## config.mk

```make
export PLATFORM = sky130hd
export DESIGN_NAME = qracc_window_sequencer
export DESIGN_NICKNAME = d
export VERILOG_FILES = /design/src/rtl/qracc_pkg.sv /design/src/rtl/qracc_window_counter.sv /design/src/rtl/qracc_window_sequencer.sv
export SDC_FILE = /design/constraint.sdc
export NUM_CORES = 2
export LEC_CHECK = 0
export ABC_CLOCK_PERIOD_IN_PS = 24800
export CAP_MARGIN = 20
export CELL_PAD_IN_SITES_DETAIL_PLACEMENT = 2
export CELL_PAD_IN_SITES_GLOBAL_PLACEMENT = 2
export CORE_MARGIN = 4
export CORE_UTILIZATION = 43
export DETAILED_ROUTE_END_ITERATION = 12
export GPL_ROUTABILITY_DRIVEN = 1
export PLACE_DENSITY_LB_ADDON = 0.1
export SYNTH_ARGS = -nofsm -noshare
export SYNTH_HDL_FRONTEND = slang
export SYNTH_SLANG_ARGS = --single-unit
```

## constraint.sdc

```tcl
create_clock -name clk -period 24.8 [get_ports clk]
set_clock_uncertainty 0.1 [all_clocks]
set_input_delay 4.96 -clock clk [delete_from_list [all_inputs] [get_ports clk]]
set_output_delay 4.96 -clock clk [all_outputs]
set_load 0.02 [all_outputs]
```

## src/rtl/qracc_pkg.sv

```systemverilog
// Shared types for the QRAcc window sequencer: layer configuration, FSM states
// and the read-set sizing helper.
package qracc_pkg;
  localparam int DIM_W = 16;
  localparam int FLT_W = 8;

  typedef struct packed {
    logic [DIM_W-1:0] dimx;
    logic [DIM_W-1:0] dimy;
    logic [DIM_W-1:0] channels;
    logic [FLT_W-1:0] fx;
    logic [FLT_W-1:0] fy;
    logic [FLT_W-1:0] sx;
    logic [FLT_W-1:0] sy;
    logic [FLT_W-1:0] pad_y;
    logic [DIM_W-1:0] odimx;
    logic [DIM_W-1:0] odimy;
    logic [DIM_W-1:0] k;
  } window_cfg_t;

  typedef enum logic [1:0] {S_IDLE, S_RUN, S_DRAIN} seq_state_e;

  function automatic logic [DIM_W-1:0] ceil_div(input logic [31:0] num, input logic [31:0] den);
    return DIM_W'((num + den - 32'd1) / den);
  endfunction
endpackage

```

## src/rtl/qracc_window_counter.sv

```systemverilog
// Nested beat counter: rs innermost, then fy, ox, oy. Each level wraps at its
// max and carries into the next; last_o flags the final beat of the layer.
module qracc_window_counter
  import qracc_pkg::*;
#(
  parameter int CW = DIM_W
) (
  input  logic          clk,
  input  logic          nrst,
  input  logic          clear_i,
  input  logic          advance_i,
  input  logic [CW-1:0] rs_max_i,
  input  logic [CW-1:0] fy_max_i,
  input  logic [CW-1:0] ox_max_i,
  input  logic [CW-1:0] oy_max_i,
  output logic [CW-1:0] rs_o,
  output logic [CW-1:0] fy_o,
  output logic [CW-1:0] ox_o,
  output logic [CW-1:0] oy_o,
  output logic          last_o
);
  logic [CW-1:0] rs_q, rs_d, fy_q, fy_d, ox_q, ox_d, oy_q, oy_d;
  logic rs_wrap, fy_wrap, ox_wrap, oy_wrap;

  assign rs_wrap = (rs_q == rs_max_i);
  assign fy_wrap = (fy_q == fy_max_i);
  assign ox_wrap = (ox_q == ox_max_i);
  assign oy_wrap = (oy_q == oy_max_i);

  always_comb begin
    rs_d = rs_q;
    fy_d = fy_q;
    ox_d = ox_q;
    oy_d = oy_q;
    if (clear_i) begin
      rs_d = '0;
      fy_d = '0;
      ox_d = '0;
      oy_d = '0;
    end else if (advance_i) begin
      rs_d = rs_wrap ? '0 : rs_q + CW'(1);
      if (rs_wrap) begin
        fy_d = fy_wrap ? '0 : fy_q + CW'(1);
        if (fy_wrap) begin
          ox_d = ox_wrap ? '0 : ox_q + CW'(1);
          if (ox_wrap) oy_d = oy_wrap ? '0 : oy_q + CW'(1);
        end
      end
    end
  end

  always_ff @(posedge clk or negedge nrst) begin
    if (!nrst) begin
      rs_q <= '0;
      fy_q <= '0;
      ox_q <= '0;
      oy_q <= '0;
    end else begin
      rs_q <= rs_d;
      fy_q <= fy_d;
      ox_q <= ox_d;
      oy_q <= oy_d;
    end
  end

  assign rs_o   = rs_q;
  assign fy_o   = fy_q;
  assign ox_o   = ox_q;
  assign oy_o   = oy_q;
  assign last_o = rs_wrap & fy_wrap & ox_wrap & oy_wrap;
endmodule

```

## src/rtl/qracc_window_sequencer.sv

```systemverilog
// Walks output windows of a conv layer, issuing activation read beats to the
// feature loader and tracking ofmap writebacks until the layer is complete.
module qracc_window_sequencer
  import qracc_pkg::*;
#(
  parameter int addrWidth                 = 16,
  parameter int internalInterfaceElements = 16,
  parameter int maxFilterSize             = 7
) (
  input  logic                 clk,
  input  logic                 nrst,
  input  window_cfg_t          cfg,
  input  logic                 start,
  input  logic                 clear,
  input  logic [addrWidth-1:0] ifmap_base,
  input  logic [addrWidth-1:0] ofmap_base,
  output logic                 beat_valid,
  input  logic                 beat_ready,
  output logic [addrWidth-1:0] rd_addr,
  output logic [addrWidth-1:0] fl_addr,
  output logic                 pad_beat,
  output logic                 window_done,
  input  logic                 wb_valid,
  output logic [addrWidth-1:0] wb_addr,
  output logic                 busy,
  output logic                 done,
  output logic                 wb_overflow
);
  localparam int E = internalInterfaceElements;

  seq_state_e           state_q, state_d;
  window_cfg_t          cfg_q, cfg_d;
  logic [addrWidth-1:0] ibase_q, ibase_d, obase_q, obase_d, wb_ptr_q, wb_ptr_d;
  logic [DIM_W-1:0]     rs_max_q, rs_max_d;
  logic [31:0]          wb_cnt_q, wb_cnt_d, wb_tgt;
  logic                 ovf_q, ovf_d;
  logic                 load, fire, last, wb_live;
  logic [DIM_W-1:0]     rs, fy, ox, oy, num_rs;
  logic [FLT_W-1:0]     fx_c, fy_c;
  int                   row, rd_off, fl_off;

  // Zero-sized filters degenerate to 1; oversize ones saturate at the supported max.
  function automatic logic [FLT_W-1:0] clamp_flt(input logic [FLT_W-1:0] f);
    if (f == '0) return FLT_W'(1);
    if (int'(f) > maxFilterSize) return FLT_W'(maxFilterSize);
    return f;
  endfunction

  assign fx_c    = clamp_flt(cfg.fx);
  assign fy_c    = clamp_flt(cfg.fy);
  assign num_rs  = ceil_div(32'(cfg.channels) * 32'(fx_c), 32'(E));
  assign load    = (state_q == S_IDLE) && start && !clear;
  assign fire    = beat_valid && beat_ready;
  assign wb_live = wb_valid && (state_q != S_IDLE);
  assign wb_tgt  = 32'(cfg_q.odimx) * 32'(cfg_q.odimy);

  qracc_window_counter #(.CW(DIM_W)) u_cnt (
    .clk      (clk),
    .nrst     (nrst),
    .clear_i  (clear | load),
    .advance_i(fire),
    .rs_max_i (rs_max_q),
    .fy_max_i (DIM_W'(cfg_q.fy) - DIM_W'(1)),
    .ox_max_i (cfg_q.odimx - DIM_W'(1)),
    .oy_max_i (cfg_q.odimy - DIM_W'(1)),
    .rs_o     (rs),
    .fy_o     (fy),
    .ox_o     (ox),
    .oy_o     (oy),
    .last_o   (last)
  );

  always_comb begin
    cfg_d    = cfg_q;
    ibase_d  = ibase_q;
    obase_d  = obase_q;
    rs_max_d = rs_max_q;
    if (load) begin
      cfg_d    = cfg;
      cfg_d.fx = fx_c;
      cfg_d.fy = fy_c;
      ibase_d  = ifmap_base;
      obase_d  = ofmap_base;
      rs_max_d = (num_rs == '0) ? '0 : num_rs - DIM_W'(1);
    end
  end

  // Writeback count saturates at the target; anything beyond is flagged instead.
  always_comb begin
    wb_ptr_d = wb_ptr_q;
    wb_cnt_d = wb_cnt_q;
    ovf_d    = ovf_q;
    if (load) begin
      wb_ptr_d = '0;
      wb_cnt_d = '0;
    end else if (wb_live) begin
      wb_ptr_d = wb_ptr_q + addrWidth'(cfg_q.k);
      if (wb_cnt_q == wb_tgt) ovf_d = 1'b1;
      else                    wb_cnt_d = wb_cnt_q + 32'd1;
    end
    if (clear) begin
      wb_ptr_d = '0;
      wb_cnt_d = '0;
      ovf_d    = 1'b0;
    end
  end

  always_comb begin
    state_d = state_q;
    done    = 1'b0;
    case (state_q)
      S_IDLE:  if (load) state_d = S_RUN;
      S_RUN:   if (fire && last) state_d = S_DRAIN;
      S_DRAIN: if (wb_cnt_d == wb_tgt) begin
        state_d = S_IDLE;
        done    = 1'b1;
      end
      default: state_d = S_IDLE;
    endcase
    if (clear) begin
      state_d = S_IDLE;
      done    = 1'b0;
    end
  end

  always_ff @(posedge clk or negedge nrst) begin
    if (!nrst) begin
      state_q  <= S_IDLE;
      cfg_q    <= '0;
      ibase_q  <= '0;
      obase_q  <= '0;
      rs_max_q <= '0;
      wb_ptr_q <= '0;
      wb_cnt_q <= '0;
      ovf_q    <= 1'b0;
    end else begin
      state_q  <= state_d;
      cfg_q    <= cfg_d;
      ibase_q  <= ibase_d;
      obase_q  <= obase_d;
      rs_max_q <= rs_max_d;
      wb_ptr_q <= wb_ptr_d;
      wb_cnt_q <= wb_cnt_d;
      ovf_q    <= ovf_d;
    end
  end

  // Signed row so rows above the image (top padding) come out negative.
  always_comb begin
    row    = int'(oy) * int'(cfg_q.sy) + int'(fy) - int'(cfg_q.pad_y);
    rd_off = int'(cfg_q.channels) * int'(cfg_q.dimx) * row
           + int'(cfg_q.channels) * int'(ox) * int'(cfg_q.sx) + int'(rs) * E;
    fl_off = int'(fy) * int'(cfg_q.channels) * int'(cfg_q.fx) + int'(rs) * E;
  end

  assign beat_valid  = (state_q == S_RUN);
  assign busy        = (state_q != S_IDLE);
  assign rd_addr     = beat_valid ? ibase_q + addrWidth'(rd_off) : '0;
  assign fl_addr     = beat_valid ? addrWidth'(fl_off) : '0;
  assign pad_beat    = beat_valid && ((row < 0) || (row >= int'(cfg_q.dimy)));
  assign window_done = beat_valid && (fy == DIM_W'(cfg_q.fy) - DIM_W'(1)) && (rs == rs_max_q);
  assign wb_addr     = obase_q + wb_ptr_q;
  assign wb_overflow = ovf_q;
endmodule

```

==> summary.md <==
| Metric | Value |
|---|---|
| Worst-Margin Slew | 1.17 ns |
| Worst setup startpoint | cfg_q[58] |
| DRT Pass-1 Iters | 5 |
| Area grow syn2layout | 9.57% |
| Core area | 0.134 mm² |
| Worst path max stage delay | 0.89 ns |
| Core Rows | 134 |
| I/O pin count | 228 |
| Multi-input logic area | 0.0454 mm² |
| Final Wtd Congestion | 0.881 |
| Status | completed |
| Worst path slowest cell | xnor2_1 |
| FF-to-FF setup slack | 14.01 ns |
| Resized cells post-CTS | 0 |
| Post-Synth Simple-Gate Area | 20.9% |
| Worst Path Arrival | 14.16 ns |
| EDFF count, synth | 0 |
| Num Clock Sinks | 299 |
| Adder-cell share of the synthesized area | 41.7% |
| Max Buffers Root-to-Sink | 3 |
| PortBufs | 227 |
| Worst setup EP type | primary output |
| Global route hottest layer | met2 |
| Most used cell, CP | fa_1 |
| Dpl hpwl | 173000 µm |
| CTS tree | built |
| Mapped Cells | 6860 |
| Post-synth top cells | inv_1, nand2_1, fa_1, and2_1, ha_1 |
| Setup CP Type | flop to primary output |
| Hold-fix buffers, CTS | 0 |
| Vias in the first global route | 57200 |
| Initial Util | 43.5% |
| Compound-Gate Fraction of Synth Area | 7.28% |
| Max-cap violations | 0 |
| RSZ-0062 raised after global routing | false |
| Setup Fix Bufs, Post-CTS | 0 |
| Clock transition time at the flip-flop clock pins of the worst setup and hold paths | 0.05 ns |
| F_max | 52.0 MHz |
| Synth top area cells | fa_1, dfrtp_1, ha_1, inv_1, nand2_1 |
| Yosys warns | 0 |
| Synthesized flop and latch total | 299 |
| Finish-stage setup viols | 0 |
| Fillers | 14900 |
| Count leader, synth | inv_1 |
| CTS buffer count | 44 |
| Worst Hold Launch | cfg_q[102] |
| Max-slew headroom | 20.9% |
| Largest family of logic cells by synthesized area | adder cells |
| Met3 Use GR | 3.22% |
| CP startpoint kind | flop |
| CP required | 19.74 ns |
| Final WL | 215000 µm |
| Period utilisation layout | 77.5% |
| RR Startpoint | cfg_q[36] |
| Global-route wire length before repair | 338000 µm |
| Total congestion overflow | 0 |
| # nets final | 8538 |
| Ys async rst share | 100% |
| DRT iter0 DRCs | 2300 |
| Setup TNS | 0 ns |
| Post-Synthesis Cell Area | 0.0584 mm² |
| Slew Limit Fails | 0 |
| Clk Latency, worst-skew pair | 0.65 ns |
| Share of post-route cells with drive strength above 1 | 2.85% |
| Final min period | 19.22 ns |
| Vias per cell | 5.52 |
| Reg area | 0.00748 mm² |
| Die Height | 376 µm |
| Global Route Usage Sum | 30.7% |
| DRT antenna net count | 0 |
| Register area share after synthesis | 12.8% |
| Routed wire per std cell | 24.6 µm |
| Met2 Usage GRT | 56.4% |
| Vias after detailed routing | 48300 |
| Xor/xnor share of the synthesized area | 6.72% |
| Top FF cell, synth | dfrtp_1 |
| Die width | 376 µm |
| DRC viols | 0 |
| Area share of the largest cell type after synthesis | 30.1% |
| Cell variety after synth | 106 |
| Initial antenna violation count | 12 |
| Mean Syn Cell Area | 8.51 µm² |
| H-tree depth reported by CTS | 2 |
| Met1 Use GR | 36.9% |
| Multiplexer share of the synthesized area | 0.600% |
| Hold WC Path Type | flop to flop |
| Final Hold Viols | 0 |
| Largest net degree at the start of global routing | 96 |
| Largest area contributor in the netlist | fa_1 |
| Crit-path max FO | 17 |
| DIE AREA | 0.142 mm² |
| Clk root buf | clkbuf_16 |
[cells by family (layout without fill, tap and decap cells)]
group           Yosys count  after routing
compound gates          644            644
xor+xnor                437            437
fa+ha+maj              1421           1421
buf+inv                1540           1586
flops                   299            299
mux                      33             33
other cells               2             72
simple gates           2484           2484
[area by class of cell]
cell class / count / share of cell area (%)
clock inverter: 16 / 0.358
antenna: 1 / 0.00391
clock buffer: 62 / 2.00
timing repair buffer: 297 / 4.42
multi-input combinational: 5090 / 71.0
sequential: 299 / 11.7
tap: 1768 / 3.46
inverter: 1211 / 7.11
[cells in the final DEF, fill, tap and decap left out, drive strengths merged, types with 66 or more instances in the layout]
cell type,netlist,routed
a21oi,155,155
xor2,104,104
nor2,272,272
nand2,1071,1071
inv,1211,1213
nand3,87,87
and2,621,621
o21ai,179,179
dfrtp,299,299
buf,29,71
nor3,81,81
ha,543,543
and3,66,66
clkdlybuf4s50,0,226
xnor2,326,326
conb,2,71
fa,878,878
[routing by layer]
layer	wire [µm]	vias up	share of wire, %
met2	111000	1007	52
met3	7500	387	3.5
met5	81	-	0.038
met1	87400	25600	41
met4	9060	12	4.2
li1	-	21300	-
[registers in the layout (all words and copies together) (netlist names)]
name and cells:
cfg_q 136, u_cnt.fy_o 16, obase_q 16, u_cnt.oy_o 16
u_cnt.rs_o 16, state_q 2, wb_overflow 1, wb_ptr_q 16
rs_max_q 16, u_cnt.ox_o 16, ibase_q 16, wb_cnt_q 32
[per-stage QoR]
| step | util, % | instances | worst slack (ns) | hold WS (ns) | area (µm²) |
|---|---|---|---|---|---|
| global placement | 46.5 | 8662 | 6.84 | 0.365 | 62400 |
| global route | 47.7 | 8743 | 4.91 | 0.409 | 64000 |
| finish | 47.7 | 8744 | 5.58 | 0.383 | 64000 |
| detailed placement | 46.5 | 8662 | 6.35 | 0.373 | 62400 |
| CTS | 47.7 | 8740 | 5.64 | 0.382 | 63900 |
| floorplan | - | 6929 | 8.82 | 0.346 | 58600 |
[worst max-delay path, delay by kind of cell (launching register included)]
kind	cells	cell delay, ns
compound gates	5	1.81
simple gates	6	0.97
fa+ha+maj	13	5.89
xor+xnor	12	3.18
buf+inv	5	0.88
flops	1	0.77
[worst paths after layout]
kind	to	depth (start not counted)
min in group asynchronous	obase_q[9]	1
worst max-delay path	rd_addr[15]	41
max in group asynchronous	cfg_q[88]	3
worst min-delay path	cfg_q[102]	2
worst max register to register	state_q[1]	26
worst min register to register	cfg_q[102]	2
Power is not shown: default switching activity piles up to over one toggle a cycle in this logic, so the estimate is an artifact.
